**src/rtl/axi4_mst_fsm.sv**
```systemverilog
// ---------------------------------------------------------------------------
// axi4_mst_fsm
//   Single-outstanding AXI4 master engine. A user command (write or read
//   burst) is turned into the AW/W/B or AR/R channel sequence. Write beats
//   stream from the user port onto W and read beats stream from R to the
//   user port, both as combinational pass-through.
//
//   Optional feature: define AXI4_MST_ERR_EN to enable the sticky error flag
//   usr_err_o. Without it, usr_err_o is tied low and usr_err_clr_i is ignored.
//
// Ports
//   aclk, aresetn        clock, asynchronous active-low reset
//   usr_req_*            burst command handshake (wen/addr/len/size/burst)
//   usr_wdat_* / wstrb   write-data handshake from the user
//   usr_rdat_*           read-data handshake to the user (data, last flag)
//   usr_done_o           one-cycle pulse when a burst completes
//   usr_resp_o           response of the last completed burst
//   usr_err_o/_clr_i     sticky error flag and its clear
//   aw*, w*, b*, ar*, r* AXI4 master channels
// ---------------------------------------------------------------------------
`ifndef AXI4_ADDR_WIDTH
`define AXI4_ADDR_WIDTH 32
`endif
`ifndef AXI4_DATA_WIDTH
`define AXI4_DATA_WIDTH 32
`endif
`ifndef AXI4_ID_WIDTH
`define AXI4_ID_WIDTH 4
`endif
`ifndef AXI4_USER_WIDTH
`define AXI4_USER_WIDTH 1
`endif

module axi4_mst_fsm #(
    parameter logic [`AXI4_ID_WIDTH-1:0] MST_ID = {`AXI4_ID_WIDTH{1'b0}}
) (
    input  logic                          aclk,
    input  logic                          aresetn,
    // user command port
    input  logic                          usr_req_valid_i,
    output logic                          usr_req_ready_o,
    input  logic                          usr_req_wen_i,
    input  logic [`AXI4_ADDR_WIDTH-1:0]   usr_req_addr_i,
    input  logic [7:0]                    usr_req_len_i,
    input  logic [2:0]                    usr_req_size_i,
    input  logic [1:0]                    usr_req_burst_i,
    // user write data
    input  logic                          usr_wdat_valid_i,
    output logic                          usr_wdat_ready_o,
    input  logic [`AXI4_DATA_WIDTH-1:0]   usr_wdat_i,
    input  logic [`AXI4_DATA_WIDTH/8-1:0] usr_wstrb_i,
    // user read data
    output logic                          usr_rdat_valid_o,
    input  logic                          usr_rdat_ready_i,
    output logic [`AXI4_DATA_WIDTH-1:0]   usr_rdat_o,
    output logic                          usr_rdat_last_o,
    // completion / status
    output logic                          usr_done_o,
    output logic [1:0]                    usr_resp_o,
    output logic                          usr_err_o,
    input  logic                          usr_err_clr_i,
    // AW channel
    output logic [`AXI4_ID_WIDTH-1:0]     awid,
    output logic [`AXI4_ADDR_WIDTH-1:0]   awaddr,
    output logic [7:0]                    awlen,
    output logic [2:0]                    awsize,
    output logic [1:0]                    awburst,
    output logic                          awlock,
    output logic [3:0]                    awcache,
    output logic [2:0]                    awprot,
    output logic [3:0]                    awqos,
    output logic [3:0]                    awregion,
    output logic [`AXI4_USER_WIDTH-1:0]   awuser,
    output logic                          awvalid,
    input  logic                          awready,
    // W channel
    output logic [`AXI4_DATA_WIDTH-1:0]   wdata,
    output logic [`AXI4_DATA_WIDTH/8-1:0] wstrb,
    output logic                          wlast,
    output logic [`AXI4_USER_WIDTH-1:0]   wuser,
    output logic                          wvalid,
    input  logic                          wready,
    // B channel
    input  logic [`AXI4_ID_WIDTH-1:0]     bid,
    input  logic [1:0]                    bresp,
    input  logic [`AXI4_USER_WIDTH-1:0]   buser,
    input  logic                          bvalid,
    output logic                          bready,
    // AR channel
    output logic [`AXI4_ID_WIDTH-1:0]     arid,
    output logic [`AXI4_ADDR_WIDTH-1:0]   araddr,
    output logic [7:0]                    arlen,
    output logic [2:0]                    arsize,
    output logic [1:0]                    arburst,
    output logic                          arlock,
    output logic [3:0]                    arcache,
    output logic [2:0]                    arprot,
    output logic [3:0]                    arqos,
    output logic [3:0]                    arregion,
    output logic [`AXI4_USER_WIDTH-1:0]   aruser,
    output logic                          arvalid,
    input  logic                          arready,
    // R channel
    input  logic [`AXI4_ID_WIDTH-1:0]     rid,
    input  logic [`AXI4_DATA_WIDTH-1:0]   rdata,
    input  logic [1:0]                    rresp,
    input  logic                          rlast,
    input  logic [`AXI4_USER_WIDTH-1:0]   ruser,
    input  logic                          rvalid,
    output logic                          rready
);

    typedef enum logic [2:0] {
        S_IDLE = 3'd0,
        S_AW   = 3'd1,
        S_W    = 3'd2,
        S_B    = 3'd3,
        S_AR   = 3'd4,
        S_R    = 3'd5
    } state_t;

    state_t                        state_r;
    state_t                        state_nxt_s;
    logic [`AXI4_ADDR_WIDTH-1:0]   addr_r;
    logic [7:0]                    len_r;
    logic [2:0]                    size_r;
    logic [1:0]                    burst_r;
    logic [7:0]                    beat_cnt_r;
    logic                          req_ready_r;
    logic                          done_r;
    logic [1:0]                    resp_r;
    logic [1:0]                    worst_r;

    logic                          req_hs_s;
    logic                          w_hs_s;
    logic                          b_hs_s;
    logic                          r_hs_s;
    logic                          last_beat_s;
    logic                          unused_s;

    // Worst-of-two AXI responses; the encodings are ordered by severity.
    function automatic logic [1:0] resp_max(input logic [1:0] a, input logic [1:0] b);
        return (a > b) ? a : b;
    endfunction

    // ready is registered from next-state so it is low during and right after reset
    assign req_hs_s    = usr_req_valid_i & req_ready_r;
    assign w_hs_s      = (state_r == S_W) & usr_wdat_valid_i & wready;
    assign b_hs_s      = (state_r == S_B) & bvalid;
    assign r_hs_s      = (state_r == S_R) & rvalid & usr_rdat_ready_i;
    assign last_beat_s = (beat_cnt_r == len_r);

    // user-side status
    assign usr_req_ready_o  = req_ready_r;
    assign usr_done_o       = done_r;
    assign usr_resp_o       = resp_r;

    // AW channel: fields come from the latched command, stable while awvalid
    assign awid     = MST_ID;
    assign awaddr   = addr_r;
    assign awlen    = len_r;
    assign awsize   = size_r;
    assign awburst  = burst_r;
    assign awlock   = 1'b0;
    assign awcache  = 4'h0;
    assign awprot   = 3'h0;
    assign awqos    = 4'h0;
    assign awregion = 4'h0;
    assign awuser   = {`AXI4_USER_WIDTH{1'b0}};
    assign awvalid  = (state_r == S_AW);

    // W channel: user beats pass straight through, gated to the W phase
    assign wdata            = usr_wdat_i;
    assign wstrb            = usr_wstrb_i;
    assign wlast            = (state_r == S_W) & last_beat_s;
    assign wuser            = {`AXI4_USER_WIDTH{1'b0}};
    assign wvalid           = (state_r == S_W) & usr_wdat_valid_i;
    assign usr_wdat_ready_o = (state_r == S_W) & wready;

    // B channel
    assign bready = (state_r == S_B);

    // AR channel
    assign arid     = MST_ID;
    assign araddr   = addr_r;
    assign arlen    = len_r;
    assign arsize   = size_r;
    assign arburst  = burst_r;
    assign arlock   = 1'b0;
    assign arcache  = 4'h0;
    assign arprot   = 3'h0;
    assign arqos    = 4'h0;
    assign arregion = 4'h0;
    assign aruser   = {`AXI4_USER_WIDTH{1'b0}};
    assign arvalid  = (state_r == S_AR);

    // R channel: zero-latency pass-through to the user
    assign rready           = (state_r == S_R) & usr_rdat_ready_i;
    assign usr_rdat_valid_o = (state_r == S_R) & rvalid;
    assign usr_rdat_o       = rdata;
    assign usr_rdat_last_o  = rlast;

    // user sideband bits and (optionally) ids/clear are not consumed
    assign unused_s = ^{bid, rid, buser, ruser, usr_err_clr_i, 1'b0};

    // Next-state decode for the channel sequence.
    always_comb begin
        state_nxt_s = state_r;
        case (state_r)
            S_IDLE: begin
                if (req_hs_s) begin
                    state_nxt_s = usr_req_wen_i ? S_AW : S_AR;
                end else begin
                    state_nxt_s = S_IDLE;
                end
            end
            S_AW: begin
                if (awready) begin
                    state_nxt_s = S_W;
                end else begin
                    state_nxt_s = S_AW;
                end
            end
            S_W: begin
                if (w_hs_s && last_beat_s) begin
                    state_nxt_s = S_B;
                end else begin
                    state_nxt_s = S_W;
                end
            end
            S_B: begin
                if (bvalid) begin
                    state_nxt_s = S_IDLE;
                end else begin
                    state_nxt_s = S_B;
                end
            end
            S_AR: begin
                if (arready) begin
                    state_nxt_s = S_R;
                end else begin
                    state_nxt_s = S_AR;
                end
            end
            S_R: begin
                if (r_hs_s && rlast) begin
                    state_nxt_s = S_IDLE;
                end else begin
                    state_nxt_s = S_R;
                end
            end
            default: begin
                state_nxt_s = S_IDLE;
            end
        endcase
    end

    // State, latched command, beat counter and completion status.
    always_ff @(posedge aclk or negedge aresetn) begin
        if (!aresetn) begin
            state_r     <= S_IDLE;
            addr_r      <= {`AXI4_ADDR_WIDTH{1'b0}};
            len_r       <= 8'd0;
            size_r      <= 3'd0;
            burst_r     <= 2'd0;
            beat_cnt_r  <= 8'd0;
            req_ready_r <= 1'b0;
            done_r      <= 1'b0;
            resp_r      <= 2'b00;
            worst_r     <= 2'b00;
        end else begin
            state_r     <= state_nxt_s;
            req_ready_r <= (state_nxt_s == S_IDLE);
            done_r      <= 1'b0;
            if (req_hs_s) begin
                addr_r     <= usr_req_addr_i;
                len_r      <= usr_req_len_i;
                size_r     <= usr_req_size_i;
                burst_r    <= usr_req_burst_i;
                beat_cnt_r <= 8'd0;
                worst_r    <= 2'b00;
            end
            if (w_hs_s) begin
                beat_cnt_r <= beat_cnt_r + 8'd1;
            end
            if (b_hs_s) begin
                done_r <= 1'b1;
                resp_r <= bresp;
            end
            if (r_hs_s) begin
                beat_cnt_r <= beat_cnt_r + 8'd1;
                worst_r    <= resp_max(worst_r, rresp);
                if (rlast) begin
                    // include the final beat's response in the burst result
                    done_r <= 1'b1;
                    resp_r <= resp_max(worst_r, rresp);
                end
            end
        end
    end

`ifdef AXI4_MST_ERR_EN
    logic err_set_s;
    logic err_r;

    // Error events seen on a B or R handshake.
    always_comb begin
        err_set_s = 1'b0;
        if (b_hs_s) begin
            err_set_s = (bresp != 2'b00) || (bid != MST_ID);
        end else if (r_hs_s) begin
            err_set_s = (rresp != 2'b00) || (rlast && !last_beat_s) || (rid != MST_ID);
        end else begin
            err_set_s = 1'b0;
        end
    end

    // Sticky error flag; a new error takes priority over a clear.
    always_ff @(posedge aclk or negedge aresetn) begin
        if (!aresetn) begin
            err_r <= 1'b0;
        end else if (err_set_s) begin
            err_r <= 1'b1;
        end else if (usr_err_clr_i) begin
            err_r <= 1'b0;
        end
    end

    assign usr_err_o = err_r;
`else
    assign usr_err_o = 1'b0;
`endif

endmodule

```
**config.mk**
```make
export PLATFORM = sky130hd
export DESIGN_NAME = axi4_mst_fsm
export DESIGN_NICKNAME = d
export VERILOG_FILES = /design/src/rtl/axi4_mst_fsm.sv
export SDC_FILE = /design/constraint.sdc
export NUM_CORES = 1
export LEC_CHECK = 0
export CORE_AREA = 2 2 139 141
export DETAILED_ROUTE_END_ITERATION = 10
export DIE_AREA = 0 0 141 143
export GPL_ROUTABILITY_DRIVEN = 0
export SYNTH_ARGS = -nofsm -noshare
export SYNTH_HDL_FRONTEND = slang
export SYNTH_SLANG_ARGS = --single-unit
```
**constraint.sdc**
```tcl
create_clock -name aclk -period 1.81 [get_ports aclk]
set_clock_uncertainty 0.15 [all_clocks]
set_input_delay 0.543 -clock aclk [delete_from_list [all_inputs] [get_ports aclk]]
set_output_delay 0.543 -clock aclk [all_outputs]
set_load 0.1 [all_outputs]
```
==> results of run 1 <==
[final cells by class]
| cell class | instances | area share [%] |
|---|---|---|
| clock buffers | 12 | 3.64 |
| repair buffers | 207 | 45.5 |
| multi-input cells | 179 | 21.2 |
| inverters | 8 | 0.444 |
| clock inverters | 4 | 0.703 |
| well taps | 234 | 4.33 |
| flip-flops and latches | 62 | 24.1 |
| diodes | 2 | 0.0740 |
[per-layer routing]
metal | track usage [%] | vias up
li1 | - | 1221
met1 | 11.2 | 1262
met2 | 17.5 | 152
met3 | 4.49 | 31
met4 | 4.89 | 0
met5 | 0 | -
[through the flow]
| stage | worst slack [ps] | instances | area, um2 | hold slack (ps) | utilization (%) |
|---|---|---|---|---|---|
| CTS | -774 | 709 | 6730 | 77.2 | 36.2 |
| global route | -796 | 706 | 6760 | 104 | 36.4 |
| global placement | -459 | 683 | 6260 | 361 | 33.7 |
| finish | -705 | 708 | 6760 | 51.3 | 36.4 |
| floorplan | -448 | 416 | 4260 | 97.4 | - |
| detailed placement | -452 | 683 | 6260 | 379 | 33.7 |
[cell usage in the layout (no fill, tap or decap), drive strengths merged, types with 2 or more instances in the layout]
cell type	Yosys	layout
nor4	3	3
mux2	47	47
o21ai	4	4
ha	4	4
clkbuf	2	12
diode	0	2
a21oi	3	3
nor2b	2	2
buf	165	148
xor2	8	8
conb	1	44
nor2	7	7
clkdlybuf4s50	0	54
and3	4	4
and2	3	3
inv	8	8
nand4	2	2
nor3	3	3
clkinv	0	2
nand2	11	11
dlymetal6s2s	0	2
dfrtp	62	62
dlygate4sd2	0	3
a22o	2	2
xnor2	2	2
nand3	8	8
a221o	2	2
and3b	2	2
mux2i	6	6
[flip-flops by register name (all words and copies together), names as in the netlist]
signal,cells
araddr,32
arlen,8
beat_cnt_r,8
arsize,3
state_r,3
arburst,2
usr_resp_o,2
worst_r,2
usr_done_o,1
usr_req_ready_o,1
[worst max-delay path by stage]
stage	start	end	slack (ps)	cells after the start
after floorplan	arlen[3]	wlast	-450	3
after global placement	arlen[2]	wlast	-460	5
after detailed placement	arlen[2]	wlast	-450	5
after CTS	arlen[6]	wlast	-770	5
after global routing	arlen[5]	wlast	-800	5
final	arlen[5]	wlast	-710	5
[repair_timing]
action                                  in CTS  in global routing
buffers inserted                            10                  5
cloned                                       0                  0
endpoints found under the setup margin      27                 27
gates resized for setup                     29                 21
hold endpoints to repair                     0                  0
pin swaps                                    5                 14
[worst reg2reg max path: stages, from the launching register on]
cell and delay (ps):
dfrtp_2 440, and4bb_4 360, buf_6 100, a32o_2 230, mux2_4 320, a22o_1 180
[logic make-up (layout without fill, tap and decap cells)]
| logic type | after synthesis | after routing | synth area share, % |
|---|---|---|---|
| other | 1 | 46 | 0.0945 |
| buffers and inverters | 175 | 231 | 32.1 |
| muxes | 53 | 53 | 14.9 |
| and+or+nand+nor | 50 | 50 | 7.04 |
| adders and majority gates | 4 | 4 | 1.26 |
| xor gates and xnor gates | 10 | 10 | 2.21 |
| AOI/OAI and AO/OA | 18 | 18 | 3.34 |
| DFF | 62 | 62 | 39.1 |
==> results.md, run 1 <==
* Status: finished with violations
* Failing checks: negative setup slack
* Worst reg-to-reg path cell count at 5
* Worst-skew pair later-pin latency at 330 ps
* WL per Instance at 14.7 um
* Crit-path cells: xor2_2 > nor4_2 > buf_4 > and3_4 > buf_12
* First-pass GRT wire length at 16.0 mm
* Seq/Total Area, Yosys at 39.1%
* Reg2Reg Setup Slack at -70 ps
* Area Overhead vs Synth at 70.5%
* Core ar. at 18600 um2
* Worst setup EP type: primary output
* Die Wd at 141 um
* DP Wirelength at 7.85 mm
* Die Ht at 143 um
* Ys async rst share at 100%
* WL met2 at 5.29 mm
* Initial antenna violation count at 2
* Crit path time final at 2520 ps
* TritonCTS Buffers at 9
* Share of layout cells above drive strength 1 at 60.6%
* Final slew viol count at 0
* Setup TNS at -2910 ps
* Top FF cell, synth: dfrtp_1
* Max-cap violation count at 0
* DRT iter0 DRCs at 47
* Num ports at 355
* Row count at 50
* Critical Path Max Stage Delay at 490 ps
* Hold Path Class: in -> async
* Final hold vios at 0
* RSZ-0062 raised after global routing: yes
* DRC at 0
* Tcrit/Tclk final at 139%
* Area contributors post-synth: dfrtp_1 39%, buf_4 30%, mux2_2 13%
* Layout fillers at 1760
* Worst Path Arrival at 1820 ps
* Worst R2R Start: state_r[2]
* Routed Antenna Nets at 0
* Clk slew on worst S/H paths at 60 ps
* Number of port buffers at 163
* Vias in the first global route at 2918
* Startpoint types: flop
* Largest net degree at the start of global routing at 63
* Nets@finish at 611
* Required @ worst endpoint at 1120 ps
* Post-synthesis cell count at 373
* Top cell type's share of synthesized area at 39.1%
* Root Buffer: clkbuf_16
* Cts-stage hold buffer count at 0
* CTS max path bufs at 2
* Peak fanout along the critical path at 2
* Register area at 1630 um2
* Worst path buffer plus inverter count at 2
* Mapped Avg Cell Area at 10.6 um2
* DR vias at 2666
* H-Tree Depth at 3
* Initial core utilization at 21.3%
* Final setup margin at -705 ps
* Count leader, synth: buf_4
* Post-Route M1 WL at 3.90 mm
* All-Layer GR Usage at 10.4%
* Yosys cell types at 40
* Multi-input logic area at 1440 um2
* Mapped Area at 3970 um2
* Post-synth EDFFs at 0
* Top delay family on crit path: simple AND/OR/NAND/NOR gates
* Yosys reg bits at 62
* CTS tree: yes
* Post-synth top area cell: dfrtp_1
* Max Fclk at 398 MHz
* Pre-antenna DRT Iters at 4
* Synth cell count leaders: 158 x buf_4, 62 x dfrtp_1, 46 x mux2_2
* Highest routed layer: met4
* Setup Viol. Count Final at 17
* Ys Warns at 0
* Final WL at 10.4 mm
* Met3 WL at 947 um
* Reg-to-reg endpoint: beat_cnt_r[5]
* Gr ovfl total at 0
* WS Path Type: reg -> out
* Die area at 20200 um2
* Worst path slowest cell: dfrtp_4
* Vias/cell at 3.77
* CTS sink cnt at 62
Power of run 1 is left out: the tool's default activity adds up to more than one toggle a clock period on the data nets, which glitch-free logic cannot reach.
==> run 2: changes to the inputs <==
Settings changed: REMOVE_ABC_BUFFERS set to 1.
==> results.md, run 2 (synthesis gave the netlist of run 1 again) <==
* Status: finished with violations
* Failing checks: negative setup slack
* Num ports at 355
* Area Overhead vs Synth at 69.8%
* Layout fillers at 1792
* Worst Path Arrival at 1720 ps
* WL per Instance at 21.2 um
* Hold Path Stages at 2
* Crit-path cells: xor2_1 > nor4_2 > buf_4 > and3_4 > buf_12
* DP Wirelength at 12.6 mm
* DR vias at 2896
* Multi-input logic area at 1410 um2
* Crit path time final at 2410 ps
* Hold Path Class: reg -> reg
* DRC at 0
* Worst setup EP type: primary output
* Setup TNS at -2840 ps
* Core ar. at 18600 um2
* Register area at 1550 um2
* Critical path origin: arlen[1]
* Final slew viol count at 0
* TritonCTS Buffers at 9
* Worst-skew pair later-pin latency at 330 ps
* Pre-antenna DRT Iters at 4
* WS Path Type: reg -> out
* Tcrit/Tclk final at 133%
* DRT iter0 DRCs at 43
* First-pass GRT wire length at 21.8 mm
* Required @ worst endpoint at 1120 ps
* Gr ovfl total at 0
* Number of port buffers at 163
* Most common cell after layout, fill and taps aside: buf_12
* CTS tree: yes
* Worst R2R Start: state_r[2]
* Largest net degree at the start of global routing at 30
* RSZ-0062 raised after global routing: yes
* Initial core utilization at 21.3%
* Setup Viol. Count Final at 16
* Number of flip-flops in the largest register at 32
* Max Fclk at 414 MHz
* Row count at 50
* Routed Antenna Nets at 0
* Die Ht at 143 um
* Vias in the first global route at 3155
* Worst reg-to-reg path cell count at 5
* Share of layout cells above drive strength 1 at 50.8%
* Clk slew on worst S/H paths at 50 ps
* Nets@finish at 617
* Initial antenna violation count at 0
* Startpoint types: flop
* CTS sink cnt at 62
* Die area at 20200 um2
* N_diodes at 0
* Vias/cell at 4.07
* Critical Path Max Stage Delay at 390 ps
* H-Tree Depth at 3
* CTS max path bufs at 2
* Die Wd at 141 um
* Final setup margin at -604 ps
* All-Layer GR Usage at 15.1%
* Worst path slowest cell: dfrtp_1
* Max-cap violation count at 0
* Root Buffer: clkbuf_16
* Peak fanout along the critical path at 2
* Final hold vios at 0
* HP Start: worst_r[0]
* Most frequent cells in the layout: 108 x buf_12, 60 x dfrtp_1, 52 x clkdlybuf4s50_1, 45 x mux2_2, 44 x conb_1
* Final WL at 15.1 mm
run 2: changes by cell type in the layout (fill, tap and decap cells not counted), sizes merged:
cell,previous run,this run
clkinv,2,1
dlygate4sd2,3,5
diode,2,0
dlygate4sd3,0,1
clkdlybuf4s50,54,52
clkbuf,12,13
buf,148,153
run 2: through the flow:
| step | utilization, % | area (um2) | hold slack [ps] | std cells | worst slack (ps) |
|---|---|---|---|---|---|
| finish | 36.2 | 6740 | 444 | 712 | -604 |
| global route | 36.2 | 6740 | 488 | 712 | -716 |
| CTS | 35.8 | 6650 | 423 | 710 | -650 |
| detailed placement | 33.3 | 6190 | 317 | 684 | -496 |
| global placement | 33.3 | 6190 | 314 | 684 | -480 |
| floorplan | - | 2890 | 97.4 | 249 | -1740 |
run 2: critical path: cells and delay by family, from the launching register on:
| kind | cells | cell delay [ps] |
|---|---|---|
| buffers and inverters | 2 | 340 |
| flip-flops | 1 | 390 |
| XOR/XNOR | 1 | 170 |
| AND/OR/NAND/NOR | 2 | 490 |
run 2: final timing paths:
check                                end  slack [ps]
max in group asynchronous     araddr[16]         530
hold reg to reg               worst_r[0]         440
min in group asynchronous      araddr[5]         510
setup reg to reg           beat_cnt_r[5]        -140
hold / removal                worst_r[0]         440
setup / recovery                   wlast        -600
run 2: layer usage:
layer | GRT usage (%) | vias to the layer above | part of all wire [%]
met5 | 6.52 | - | 1.2
met2 | 22.7 | 298 | 46
met1 | 12.4 | 1329 | 26
met4 | 5.00 | 4 | 1.5
li1 | - | 1240 | -
met3 | 17.2 | 25 | 25
run 2: layout make-up:
class | instances | share of cell area [%]
clock inverters | 3 | 0.632
well taps | 234 | 4.35
flip-flops and latches | 62 | 23.1
multi-input cells | 179 | 21.0
inverters | 8 | 0.446
clock buffers | 13 | 3.86
repair buffers | 213 | 46.6
run 2: what timing repair did:
item | 4_1_cts | 5_1_grt
endpoints found under the setup margin | 16 | 20
hold endpoints to repair | 9 | 0
setup buffers | 9 | 5
resized for setup | 31 | 20
hold buffers | 1 | 0
pin swaps | 8 | 12
Power of run 2 is left out for the same reason.
==> run 3: changes to the inputs <==
Settings changed: CAP_MARGIN set to 20.
==> results of run 3 <==
Same layout as run 2: the final DEF is identical, and so are final timing and power.
Power of run 3 is left out for the same reason.
